## src/rtl/vga_timing_pkg.sv

```systemverilog
// Timing constants for the 1280x1024@60 Hz pixel timing generator.
package vga_timing_pkg;

  localparam int COORD_W = 12;
  localparam int FRAME_W = 16;
  localparam int MAX_TOTAL = 1 << COORD_W;

  localparam int H_ACTIVE_DEF = 1280;
  localparam int H_FP_DEF     = 48;
  localparam int H_SYNC_DEF   = 112;
  localparam int H_BP_DEF     = 248;
  localparam int H_TOTAL_DEF  = H_ACTIVE_DEF + H_FP_DEF + H_SYNC_DEF + H_BP_DEF;

  localparam int V_ACTIVE_DEF = 1024;
  localparam int V_FP_DEF     = 1;
  localparam int V_SYNC_DEF   = 3;
  localparam int V_BP_DEF     = 38;
  localparam int V_TOTAL_DEF  = V_ACTIVE_DEF + V_FP_DEF + V_SYNC_DEF + V_BP_DEF;

  localparam bit H_POL_DEF = 1'b1;
  localparam bit V_POL_DEF = 1'b1;

endpackage

```

## src/rtl/vga_axis_counter.sv

```systemverilog
// Modulo-TOTAL counter for one display axis, with wrap-out flag and a
// registered sync-window decode computed from the next count value.
module vga_axis_counter #(
  parameter int W          = 12,
  parameter int TOTAL      = 1688,
  parameter int ACTIVE     = 1280,
  parameter int SYNC_START = 1328,
  parameter int SYNC_LEN   = 112,
  parameter bit POL        = 1'b1
) (
  input  logic         clk,
  input  logic         reset,
  input  logic         inc,
  output logic [W-1:0] count,
  output logic         wrap,
  output logic         act_next,
  output logic         sync
);

  logic [W-1:0] count_next;
  logic         in_window;

  // Next count, terminal-count wrap and decodes of the next position.
  always_comb begin
    wrap       = inc && (count == W'(TOTAL - 1));
    count_next = count;
    if (inc) begin
      count_next = wrap ? '0 : count + 1'b1;
    end
    act_next  = (count_next < W'(ACTIVE));
    in_window = (count_next >= W'(SYNC_START)) &&
                (count_next <= W'(SYNC_START + SYNC_LEN - 1));
  end

  // Count and sync register; sync tracks the count it is shown with.
  always_ff @(posedge clk) begin
    if (reset) begin
      count <= '0;
      sync  <= ~POL;
    end else begin
      count <= count_next;
      sync  <= in_window ? POL : ~POL;
    end
  end

endmodule

```

## src/rtl/vga_sync_gen.sv

```systemverilog
// Pixel timing generator: column/line counters, hsync/vsync, active flag,
// frame_start pulse and frame counter. Build option VGA_SYNC_DELAY_EN
// adds a SYNC_DELAY-stage pipeline on hsync/vsync only.
module vga_sync_gen
  import vga_timing_pkg::*;
#(
  parameter int H_ACTIVE   = H_ACTIVE_DEF,
  parameter int H_FP       = H_FP_DEF,
  parameter int H_SYNC     = H_SYNC_DEF,
  parameter int H_BP       = H_BP_DEF,
  parameter int V_ACTIVE   = V_ACTIVE_DEF,
  parameter int V_FP       = V_FP_DEF,
  parameter int V_SYNC     = V_SYNC_DEF,
  parameter int V_BP       = V_BP_DEF,
  parameter bit H_POL      = H_POL_DEF,
  parameter bit V_POL      = V_POL_DEF,
  parameter int SYNC_DELAY = 1
) (
  input  logic               clk,
  input  logic               reset,
  input  logic               pix_en,
  output logic [COORD_W-1:0] column,
  output logic [COORD_W-1:0] line,
  output logic               hsync,
  output logic               vsync,
  output logic               active,
  output logic               frame_start,
  output logic [FRAME_W-1:0] frame_count
);

  localparam int H_TOTAL = H_ACTIVE + H_FP + H_SYNC + H_BP;
  localparam int V_TOTAL = V_ACTIVE + V_FP + V_SYNC + V_BP;

  if (H_TOTAL > MAX_TOTAL || V_TOTAL > MAX_TOTAL) begin : g_bad_total
    $error("vga_sync_gen: H_TOTAL/V_TOTAL exceed coordinate range");
  end
  if (SYNC_DELAY < 1) begin : g_bad_delay
    $error("vga_sync_gen: SYNC_DELAY must be at least 1");
  end

  logic h_wrap, v_wrap;
  logic h_act_next, v_act_next;
  logic hsync_raw, vsync_raw;

  vga_axis_counter #(
    .W(COORD_W), .TOTAL(H_TOTAL), .ACTIVE(H_ACTIVE),
    .SYNC_START(H_ACTIVE + H_FP), .SYNC_LEN(H_SYNC), .POL(H_POL)
  ) u_h (
    .clk(clk), .reset(reset), .inc(pix_en),
    .count(column), .wrap(h_wrap), .act_next(h_act_next), .sync(hsync_raw)
  );

  vga_axis_counter #(
    .W(COORD_W), .TOTAL(V_TOTAL), .ACTIVE(V_ACTIVE),
    .SYNC_START(V_ACTIVE + V_FP), .SYNC_LEN(V_SYNC), .POL(V_POL)
  ) u_v (
    .clk(clk), .reset(reset), .inc(h_wrap),
    .count(line), .wrap(v_wrap), .act_next(v_act_next), .sync(vsync_raw)
  );

  // Active flag, frame pulse and frame count; v_wrap already implies pix_en.
  always_ff @(posedge clk) begin
    if (reset) begin
      active      <= 1'b1;
      frame_start <= 1'b0;
      frame_count <= '0;
    end else begin
      active      <= h_act_next & v_act_next;
      frame_start <= v_wrap;
      if (v_wrap) begin
        frame_count <= frame_count + 1'b1;
      end
    end
  end

`ifdef VGA_SYNC_DELAY_EN
  logic [SYNC_DELAY-1:0] hs_pipe, vs_pipe;

  // Sync delay line, advancing with pixels so it stays in pixel units.
  always_ff @(posedge clk) begin
    if (reset) begin
      hs_pipe <= {SYNC_DELAY{~H_POL}};
      vs_pipe <= {SYNC_DELAY{~V_POL}};
    end else if (pix_en) begin
      hs_pipe[0] <= hsync_raw;
      vs_pipe[0] <= vsync_raw;
      for (int i = 1; i < SYNC_DELAY; i++) begin
        hs_pipe[i] <= hs_pipe[i-1];
        vs_pipe[i] <= vs_pipe[i-1];
      end
    end
  end

  assign hsync = hs_pipe[SYNC_DELAY-1];
  assign vsync = vs_pipe[SYNC_DELAY-1];
`else
  assign hsync = hsync_raw;
  assign vsync = vsync_raw;
`endif

endmodule
```

## config.mk

```make
export PLATFORM = sky130hd
export DESIGN_NAME = vga_sync_gen
export DESIGN_NICKNAME = d
export VERILOG_FILES = /design/src/rtl/vga_timing_pkg.sv /design/src/rtl/vga_axis_counter.sv /design/src/rtl/vga_sync_gen.sv
export SDC_FILE = /design/constraint.sdc
export NUM_CORES = 1
export LEC_CHECK = 0
export CAP_MARGIN = 20
export CORE_UTILIZATION = 45
export CTS_BUF_LIST = sky130_fd_sc_hd__clkbuf_8
export DETAILED_ROUTE_END_ITERATION = 10
export GPL_TIMING_DRIVEN = 1
export PLACE_DENSITY = 0.73
export SYNTH_ARGS = -nofsm -noshare
export SYNTH_HDL_FRONTEND = slang
export SYNTH_SLANG_ARGS = --single-unit
export TNS_END_PERCENT = 20
```

## constraint.sdc

```tcl
create_clock -name clk -period 1.9 [get_ports clk]
set_input_delay 0.38 -clock clk [delete_from_list [all_inputs] [get_ports clk]]
set_output_delay 0.38 -clock clk [all_outputs]
set_load 0.01 [all_outputs]
```

# After elaboration in Yosys (flattened, before gate mapping)
# Cells that the tools add are included.
# classes
n_addsub	3
order_cmp	6
eq_ne	2
mux	6
bitwise_logic	1
reduce_logical	4
# op_table
op	count
$mux W12	4
$add A12 B1 Y12 const B	2
$eq A12 B11 Y1 const B	2
$ge A12 B11 Y1 const B	2
$le A12 B11 Y1 const B	2
$lt A12 B11 Y1 const B	2
$add A16 B1 Y16 const B	1
$logic_and A1 B1 Y1	4
$mux W1	2
$and A1 B1 Y1	1
# word_totals
ff_bits	44
input_bits	3
out_inout_bits	44
elab_cells	29

# Depth between registers and ports, before layout
# Gate-level depths: netlist (run 1).
# depth
word_depth	8
depth_mapped	10
mapped_depth_nobuf	7

# Cells and area by module
# From an unflattened synthesis (run 1), not the netlist that was laid out.
# unflattened
cells_unflattened	286
hier_area_um2	2411.1
# modules_own_cells
module	n_inst	cells_each	area_per_inst_um2	seq_area_each_um2
vga_sync_gen	1	91	842.1	360.3
vga_axis_counter at u_h	1	97	794.5	260.2
vga_axis_counter at u_v	1	98	774.5	260.2

# Worst setup path after synthesis (run 1)
# No wires, ideal clock.
# synth_timing
path_type	register to register
start	register u_h.count[0]
end	register frame_count[11]
setup_ps	70
arrival_ps	2114
required_time_ps	1830
setup_slack_ps	-284
stages_incl_launch_ff	9
n_path_buf	2
period_less_slack_ps	2184
cell_sequence	dfxtp_1 ha_1 and4_4 and3_1 buf_6 nand4_4 buf_6 or4_1 a21oi_1
# synth_between
elab_chain_len	3
# synth_rtl
item	line_no	rtl
start, declared	vga_axis_counter.sv:14	output logic [W-1:0] count,
start signal, assigned	vga_axis_counter.sv:41	count <= count_next;
$eq A12 B11 Y1	vga_axis_counter.sv:25	wrap = inc && (count == W'(TOTAL - 1));
$logic_and A1 B1 Y1 (2 in a row)	vga_axis_counter.sv:25	
end signal, assigned	vga_sync_gen.sv:71	frame_count <= frame_count + 1'b1;
end, declared	vga_sync_gen.sv:28	output logic [FRAME_W-1:0] frame_count
# Every way passes these cells.
# A chain may end at the register's enable or synchronous reset.

# Worst setup path after layout (run 1)
# layout_timing
start	register u_h.count[6]
end	register frame_count[13]
# Same word-level chain as after synthesis.

==> impl_metrics.py, run 1 <==
metrics = {
    "logic_synthesis": {
        "syn_area_um2": 2520,
        "avgSynthCellArea_um2": 8.30,
        "synth_simple_gate_area_share_pct": 33.7,
        "synth_top_area_share_pct": 34.9,
        "synth_mux_area_share_pct": 0.793,
        "synth_top_family_by_area": "simple AND/OR/NAND/NOR gates",
        "synthTopCellsByArea": "dfxtp_1 (35%), a21oi_1 (4.6%), nor2_1 (4.3%), nand4_1 (3.7%), xnor2_1 (3.5%)",
        "yosysUniqueCellTypes": 50,
        "netlist.top_cell.by_area": "dfxtp_1",
        "syn_inst": 304,
        "ys_ff_latch": 44,
        "synthAdderAreaFrac_pct": 1.98,
        "synthArstFlopShare_pct": 0,
        "synth_edf_count": 0,
        "synth_xor_area_share_pct": 6.25,
        "ys.flop_type": "dfxtp_1",
        "synth-compound-area-share_pct": 15.9,
        "syn_nets": 311,
        "ys_warn_count": 0,
        "ys_seq_area_share_pct": 34.9,
    },
    "die": {
        "die_w_um": 76.9,
        "row_count": 26,
        "core_area_um2": 5240,
        "die_area_um2": 5910,
        "initial_utilization_pct": 48.2,
        "chipHeight_um": 76.9,
        "ios": 47,
    },
    "global_route": {
        "grt_pass1_vias": 2404,
        "grt_usage_pct": 24.1,
        "grt_overflow_total": 0,
        "grt_pass1_wl_um": 11600,
        "grt_max_degree": 16,
        "antenna_found_initial": 0,
    },
    "sta": {
        "final-setup-viol-count": 0,
        "finalHoldViolations": 0,
        "slew_headroom_pct": 73.3,
        "period_needed_ns": 1.90,
        "finClkSkew_ns": 0.00581,
        "slew_violations": 0,
        "fmax_mhz": 527,
        "worst_pin_slew_ns": 0.395,
        "rsz0062_at_grt": "true",
        "final.period_utilization_pct": 99.9,
        "hold-worst-slack_ns": 0.506,
    },
    "routing": {
        "drt_wl_total_um": 6910,
        "top_layer": "met4",
        "wl_met2_um": 3360,
        "detail_route.wl_per_cell_um": 15.0,
        "ant_nets": 0,
        "dr_wl_met3_um": 325,
        "wl_met1_um": 3130,
        "avgViaCountPerCell": 5.85,
        "drt_iter0_drc": 136,
        "drc_errors": 0,
        "drt_pre_antenna_iters": 5,
        "vias": 2697,
    },
    "pwr": {
        "comb_power_share_pct": 3.0,
        "p_per_area_nw_per_um2": 503,
        "internal_power_uw": 1470,
        "p_sw_share_pct": 20.1,
        "leakage_uw": 0.00125,
        "seqPwrFrac_pct": 50.6,
        "clockPowerShare_pct": 46.4,
        "ir_drop_mv": 0.440,
        "p_sw_uw": 369,
    },
    "run": {
        "cap_violations": 0,
    },
    "cells_and_area": {
        "post-route-util_pct": 69.7,
        "area_growth_pct": 44.7,
        "drive_above_1_share_pct": 26.3,
        "layout.nets": 398,
        "antennaDiodeCount": 0,
        "final_cell_area_um2": 3650,
    },
    "outcome": {
        "status": "complete, no violations",
    },
    "worst_hold_path": {
        "hp-class": "reg2reg",
    },
    "worst_setup_path": {
        "crit_type": "reg2reg",
        "critical-path-slowest-cell": "or4_1",
        "crit_chain": "buf_4 > and4bb_2 > and3_4 > nand4_2 > or4_1 > a21oi_2",
        "cp.required_ns": 2.14,
        "reg2reg_slack_ns": 0.002,
        "worstSetupStartpointType": "flop",
        "cp_max_fo": 5,
        "slowest_delay_ns": 0.53,
        "end_kind": "flop",
        "arrival_ns": 2.14,
    },
    "clock_network": {
        "clock-sinks": 44,
        "clock_latency_ns": 0.30,
        "postCtsHoldBufs": 0,
        "clk_path_buf_depth": 2,
        "tritoncts": "done",
        "cts_root_buf": "clkbuf_8",
        "cts_buffers": 5,
        "clkTransAtPathRegs_ns": 0.08,
        "htree_levels": 2,
    },
    "place": {
        "dpl.hpwl_um": 4840,
        "post_dp_cell_area_um2": 3370,
        "io_buffers": 46,
        "place.gp.congestion": 0.901,
    },
}
per-layer routing:
metal	up-vias	track usage, %
li1	1313	-
met1	1288	30.6
met2	83	40.8
met3	13	4.52
met4	0	7.88
met5	-	0
stage by stage:
stage          cells  setup TNS (ns)  total power [µW]  setup WS (ns)
6_report         461               0              1830        0.00228
5_1_grt          461          -0.623              1880         -0.102
4_1_cts          461               0              1840         0.0185
3_5_place_dp     451           -8.91              1000         -0.429
3_3_place_gp     451           -7.49              1000         -0.388
2_1_floorplan    304          -0.290               976        -0.0626
timing repair:
action,CTS,global route
pin swaps,12,6
resized for setup,11,20
buffers inserted,1,0
endpoints found under the setup margin,16,15
cloned,2,0
registers in the layout, indices dropped and copies added (netlist names):
register     cells
frame_start      1
u_h.sync         1
u_v.count       12
u_v.sync         1
u_h.count       12
frame_count     16
active           1
worst max-delay path, delay by kind of cell (launching register included):
family	cells	cell delay, ns
compound gates	1	0.12
buf+inv	1	0.13
flops	1	0.34
simple gates	4	1.25
cells by family after synthesis:
kind of cell / count (synthesis)
simple gates: 140
fa+ha+maj: 4
compound gates: 66
flops: 44
buf+inv: 30
mux: 2
xor+xnor: 18
synth_stat cells (all sizes together) (2+ instances only):
cell type and instances:
mux2i 2, nand2b 3, clkbuf 11, and3 6
o211ai 2, a211oi 3, nor4 2, o21ai 17
nand4 16, or4 8, ha 4, nand3 16
and4 6, nand2 17, nor4bb 3, o31ai 8
nand4b 3, and4bb 3, dfxtp 44, nor3 11
inv 7, xor2 8, a21oi 24, a31oi 4
a221oi 2, buf 12, nor4b 4, xnor2 10
or3 9, nor2 29
layout make-up:
class	count	area, µm²
Multi-Input combinational cell	231	1620
Fill cell	409	1590
Sequential cell	44	898
Timing Repair Buffer	102	892
Tap cell	70	87.6
Clock buffer	5	68.8
Clock inverter	2	60.1
Inverter	7	28.8
power by group through the flow:
stage,Clock (µW),Sequential [µW],Combinational (µW)
2_1_floorplan,0,951,25.2
3_3_place_gp,0,950,53.6
3_5_place_dp,0,950,54.6
4_1_cts,858,929,54.9
5_1_grt,894,929,61.1
6_report,851,929,55.3
final timing paths:
check	startpoint	to	depth (start not counted)
setup / recovery	u_h.count[6]	frame_count[13]	6
setup reg to reg	u_h.count[6]	frame_count[13]	6
hold / removal	frame_count[7]	frame_count[7]	2
hold reg to reg	frame_count[7]	frame_count[7]	2
cells in the final DEF, fill, tap and decap left out, types with 2 or more instances in the layout:
cell             count
xor2_1               8
o21ai_0             15
dfxtp_1             36
nand3_1             15
o31ai_1              7
and3_4               2
dfxtp_4              3
clkbuf_8             5
xnor2_1             10
and4_1               4
inv_1                6
bufinv_16            2
a211oi_1             3
or4_1                7
nor4_2               2
mux2i_1              2
a31oi_1              4
a21oi_1             22
nand4b_1             3
and4bb_2             3
o211ai_1             2
or3_1                9
nand2_1             17
nor4b_2              2
buf_4               51
nand4_1             15
nor2_1              27
nand2b_1             3
and4_4               2
clkdlybuf4s50_1     45
o21ai_1              2
buf_6                4
nor3_1              10
nor2_2               2
ha_4                 2
a21oi_2              2
and3_1               3
nor4bb_1             2
dfxtp_2              5
Power figures use the tool's default switching activity.
==> run 2: changes to the inputs <==
- GPL_ROUTABILITY_DRIVEN: default -> 0
- PLACE_DENSITY: 0.73 -> 0.74
- SYNTH_HIERARCHICAL: default -> 1
==> impl_metrics.py, run 2 <==
metrics = {
    "die": {
        "ios": 47,
        "core_area_um2": 5140,
        "die_w_um": 75.2,
        "die_area_um2": 5650,
        "chipHeight_um": 75.2,
        "initial_utilization_pct": 46.9,
        "row_count": 26,
    },
    "cells_and_area": {
        "num-fill-cells": 396,
        "post-route-util_pct": 72.9,
        "drive_above_1_share_pct": 33.2,
        "mostFrequentLayoutCells": "buf_4 (61), clkdlybuf4s50_1 (46), dfxtp_1 (39), nor2_1 (37), nand2_1 (16)",
        "multi_input_area_um2": 1600,
        "area_growth_pct": 55.4,
        "final_cell_area_um2": 3750,
        "mostFrequentLayoutCell": "buf_4",
        "layout.nets": 400,
        "stdcell_count": 464,
        "ff_latch_area_um2": 890,
        "largest_reg_flops": 16,
        "largestRegisters": "frame_count x16, u_h/count x12, u_v/count x12",
        "largest-register": "frame_count",
        "antennaDiodeCount": 0,
    },
    "outcome": {
        "violations": "setup timing",
        "status": "complete, but fails checks",
    },
    "sta": {
        "finClkSkew_ns": 0.00779,
        "period_needed_ns": 2.71,
        "finalHoldViolations": 0,
        "slew_headroom_pct": 62.1,
        "final-setup-viol-count": 33,
        "final.period_utilization_pct": 142,
        "fmax_mhz": 370,
        "postLayoutSetupSlackWorst_ns": -0.805,
        "rsz0062_at_grt": "true",
        "slew_violations": 0,
        "worst_pin_slew_ns": 0.561,
    },
    "clock_network": {
        "clkTransAtPathRegs_ns": 0.08,
        "postCtsHoldBufs": 0,
        "tritoncts": "done",
        "cts_buffers": 5,
        "clock_latency_ns": 0.29,
        "htree_levels": 2,
        "clk_path_buf_depth": 2,
        "clock-sinks": 44,
        "cts_root_buf": "clkbuf_8",
    },
    "global_route": {
        "grt_max_degree": 35,
        "top_usage_layer": "met2",
        "grt_pass1_vias": 2294,
        "antenna_found_initial": 0,
        "gr-usage-met1_pct": 30.5,
        "use_met2_pct": 40.3,
        "grt_usage_pct": 23.9,
        "grt_overflow_total": 0,
        "met3_usage_pct": 5.09,
        "grt_pass1_wl_um": 10200,
    },
    "logic_synthesis": {
        "synthArstFlopShare_pct": 0,
        "synth_top_family_by_area": "simple AND/OR/NAND/NOR gates",
        "ys_warn_count": 6,
        "ys_ff_latch": 44,
        "avgSynthCellArea_um2": 8.43,
        "ys.flop_type": "dfxtp_1",
        "synth-compound-area-share_pct": 11.2,
        "synth_simple_gate_area_share_pct": 31.1,
        "synth_mux_area_share_pct": 4.15,
        "synth_xor_area_share_pct": 9.44,
        "yosysMostFrequentCell": "dfxtp_1",
        "ys_seq_area_share_pct": 36.5,
        "synth_top_area_share_pct": 36.5,
        "yosysUniqueCellTypes": 52,
        "synth_edf_count": 0,
        "syn_nets": 293,
        "syn_inst": 286,
        "synthTopCellsByArea": "dfxtp_1 (37%), nor2_1 (5.9%), xor2_1 (5.4%), xnor2_1 (4.0%), mux2_2 (3.7%)",
        "netlist.top_cell.by_area": "dfxtp_1",
        "yosys-top-cells-count": "dfxtp_1 (44), nor2_1 (38), nand2_1 (20)",
        "syn_area_um2": 2410,
        "synthAdderAreaFrac_pct": 2.08,
    },
    "worst_setup_path": {
        "arrival_ns": 2.90,
        "cp_max_fo": 3,
        "end_kind": "flop",
        "cp.required_ns": 2.10,
        "crit_type": "in2reg",
        "worstSetupStartpointType": "input port",
    },
    "routing": {
        "drt_pre_antenna_iters": 4,
        "drt_iter0_drc": 203,
        "avgViaCountPerCell": 5.37,
        "ant_nets": 0,
        "drt_wl_total_um": 6610,
        "vias": 2492,
        "detail_route.wl_per_cell_um": 14.2,
        "drc_errors": 0,
    },
    "place": {
        "dpl.hpwl_um": 4610,
        "io_buffers": 46,
        "post_dp_cell_area_um2": 3430,
        "dp_cells": 449,
    },
    "pwr": {
        "leakage_uw": 0.00146,
        "p_total_uw": 1600,
        "p_per_area_nw_per_um2": 427,
        "ir_drop_mv": 0.445,
    },
    "run": {
        "cap_violations": 0,
    },
    "worst_hold_path": {
        "hp-class": "reg2reg",
    },
}
-- run 2: cell types whose count changed in the layout (fill, tap and decap cells not counted), sizes merged, moves of 8 or more --
cell,change
a21oi,-11
buf,+13
inv,+8
mux2,+8
nor2,+9
nor2b,+8
o21ai,-12
-- run 2: critical path, cell delays in order --
cell and delay (ns):
clkdlybuf4s50_1 0.50, nand4_1 0.15, or4_4 0.58, inv_4 0.07
buf_6 0.09, nand4_1 0.12, or4_4 0.47, xor2_1 0.15
or2_1 0.24, nor4_2 0.15
-- run 2: area by class of cell --
class / instances / area share [%]
clock inverters: 2 / 0.267
repair buffers: 115 / 27.2
well taps: 70 / 2.34
inverters: 15 / 1.57
clock buffers: 6 / 2.20
multi-input cells: 212 / 42.6
flip-flops and latches: 44 / 23.7
-- run 2: final timing paths --
kind | startpoint | to | slack, ns | cells after the start
worst max-delay path | pix_en | u_v/sync | -0.81 | 10
worst min-delay path | frame_count[7] | frame_count[7] | 0.54 | 2
worst max register to register | u_h/count[6] | u_v/sync | -0.80 | 9
worst min register to register | frame_count[7] | frame_count[7] | 0.54 | 2
-- run 2: per-layer routing --
layer  vias to the layer above  wire, µm
met5                         -         0
met4                         0        74
met3                         6       277
met2                        70      3230
met1                      1185      3030
li1                       1231         -
-- run 2: power by group --
| group | internal [µW] | switching (µW) |
|---|---|---|
| combinational | 31.6 | 35.9 |
| sequential | 923 | 3.42 |
| clock | 290 | 314 |
-- run 2: logic make-up after synthesis --
family | Yosys count
fa+ha+maj | 4
xor+xnor | 26
buf+inv | 30
compound gates | 39
mux | 9
flops | 44
simple gates | 134
-- run 2: what timing repair did --
action / in CTS / in global routing
setup endpoints to repair: 40 / 34
pin swaps: 18 / 7
gates resized for setup: 19 / 22
buffers inserted: 4 / 3
-- run 2: metrics by stage --
| step | hold slack, ns | TNS (ns) | setup WS [ns] |
|---|---|---|---|
| after global placement | 0.504 | -31.86 | -1.14 |
| final | 0.537 | -18.14 | -0.805 |
| after CTS | 0.527 | -18.74 | -0.795 |
| after detailed placement | 0.507 | -33.72 | -1.24 |
| after global routing | 0.561 | -21.89 | -0.949 |
| after floorplan | 0.442 | -21.36 | -1.10 |
==> run 3: changes to the inputs <==
- SKIP_LAST_GASP: default -> 1
- SLEW_MARGIN: default -> 20
==> impl_metrics.py, run 3 (synthesis gave the netlist of run 2 again) <==
metrics = {
    "pwr": {
        "leakage_uw": 0.00144,
        "p_per_area_nw_per_um2": 433,
        "ir_drop_mv": 0.404,
    },
    "cells_and_area": {
        "largest-register": "frame_count",
        "final_cell_area_um2": 3680,
        "antennaDiodeCount": 0,
        "area_growth_pct": 52.8,
        "layout.nets": 400,
        "largestRegisters": "frame_count x16, u_h/count x12, u_v/count x12",
        "largest_reg_flops": 16,
        "mostFrequentLayoutCell": "buf_4",
        "num-fill-cells": 413,
        "drive_above_1_share_pct": 30.5,
        "post-route-util_pct": 71.7,
        "multi_input_area_um2": 1540,
        "ff_latch_area_um2": 890,
        "mostFrequentLayoutCells": "buf_4 (63), clkdlybuf4s50_1 (46), dfxtp_1 (39), nor2_1 (38), nand2_1 (19)",
    },
    "clock_network": {
        "clkTransAtPathRegs_ns": 0.08,
        "tritoncts": "done",
        "clock_latency_ns": 0.29,
        "cts_root_buf": "clkbuf_8",
        "clk_path_buf_depth": 2,
        "clock-sinks": 44,
        "cts_buffers": 5,
        "htree_levels": 2,
        "postCtsHoldBufs": 0,
    },
    "sta": {
        "rsz0062_at_grt": "true",
        "postLayoutSetupSlackWorst_ns": -0.804,
        "fmax_mhz": 370,
        "final-setup-viol-count": 37,
        "final.period_utilization_pct": 142,
        "slew_headroom_pct": 64.5,
        "finClkSkew_ns": 0.00769,
        "finalHoldViolations": 0,
        "worst_pin_slew_ns": 0.525,
        "period_needed_ns": 2.70,
        "hold-worst-slack_ns": 0.536,
        "slew_violations": 0,
    },
    "global_route": {
        "grt_overflow_total": 0,
        "antenna_found_initial": 0,
        "grt_max_degree": 35,
        "grt_pass1_wl_um": 10200,
        "grt_usage_pct": 23.8,
        "grt_pass1_vias": 2257,
    },
    "worst_setup_path": {
        "cp_max_fo": 5,
        "crit_type": "in2reg",
        "r2r-start": "u_h/count[6]",
        "worstSetupStartpointType": "input port",
        "reg2reg_to": "frame_count[5]",
        "reg2reg_slack_ns": -0.80,
        "reg2regPathDepth": 11,
        "cp.required_ns": 2.13,
        "end_kind": "flop",
        "arrival_ns": 2.93,
    },
    "die": {
        "chipHeight_um": 75.2,
        "row_count": 26,
        "die_w_um": 75.2,
        "die_area_um2": 5650,
        "core_area_um2": 5140,
        "ios": 47,
        "initial_utilization_pct": 46.9,
    },
    "routing": {
        "drt_wl_total_um": 6450,
        "vias": 2466,
        "avgViaCountPerCell": 5.31,
        "drt_iter0_drc": 178,
        "drt_pre_antenna_iters": 4,
        "detail_route.wl_per_cell_um": 13.9,
        "drc_errors": 0,
        "ant_nets": 0,
    },
    "run": {
        "cap_violations": 0,
    },
    "worst_hold_path": {
        "hp-class": "reg2reg",
        "hp-start": "frame_count[7]",
        "min_delay_worst_endpoint": "frame_count[7]",
        "hold_depth": 2,
    },
    "place": {
        "dpl.hpwl_um": 4610,
        "post_dp_cell_area_um2": 3430,
        "io_buffers": 46,
    },
    "outcome": {
        "status": "complete, but fails checks",
        "violations": "setup timing",
    },
}
## run 3: cell counts in the layout (fill, tap and decap cells not counted)
No cell type changed its count.
## run 3: worst max-delay path by stage
| stage | slack [ns] | end | start | cells after the start |
|---|---|---|---|---|
| 2_1_floorplan | -1.10 | frame_count[10] | u_h/count[6] | 11 |
| 3_3_place_gp | -1.14 | u_v/sync | pix_en | 10 |
| 3_5_place_dp | -1.24 | u_v/sync | pix_en | 10 |
| 4_1_cts | -0.80 | u_v/sync | u_h/count[6] | 11 |
| 5_1_grt | -0.95 | u_v/sync | u_h/count[6] | 9 |
| 6_report | -0.80 | frame_count[5] | pix_en | 12 |
## run 3: cell type report
type / instances / share of cell area [%]
repair buffers: 115 / 27.5
flip-flops and latches: 44 / 24.2
clock inverters: 2 / 0.272
clock buffers: 6 / 2.24
multi-input cells: 212 / 41.8
inverters: 15 / 1.60
well taps: 70 / 2.38
## run 3: timing repair
action                                  4_1_cts  5_1_grt
resized for setup                            12       12
gates cloned                                  0        0
endpoints found under the setup margin       40       38
setup buffers                                 4        3
pin swaps                                    13        6
## run 3: stage by stage
step	TNS (ns)	worst slack, ns	power [µW]	cells
floorplan	-21.36	-1.10	978	286
global placement	-31.86	-1.14	1010	449
detailed placement	-33.72	-1.24	1010	449
CTS	-19.36	-0.795	1610	461
global route	-22.99	-0.950	1660	464
finish	-19.24	-0.804	1590	464
## run 3: worst max-delay path, cell delays in order
cell             delay, ns
clkdlybuf4s50_1       0.50
nand4_1               0.15
or4_4                 0.58
inv_4                 0.07
nor4b_4               0.19
nand3_2               0.11
inv_2                 0.10
buf_4                 0.12
nand4_4               0.12
buf_6                 0.17
or3_1                 0.30
a21oi_1               0.13
## run 3: report_power, final
group	total (µW)	leakage [µW]	internal [µW]	switching, µW
sequential	927	0.000357	923	3.45
combinational	66.4	0.00103	30.7	35.7
clock	601	0.0000510	290	311
total	1590	0.00144	1240	350
## run 3: routing by layer
layer  up-vias  wire [µm]  share of wire, %  track usage, %
met5         -          0                 0               0
met4         0        108               1.7            7.61
met3        12        303               4.7            5.09
met2        70       3020                47            39.6
met1      1153       3010                47            30.8
li1       1231          -                 -               -
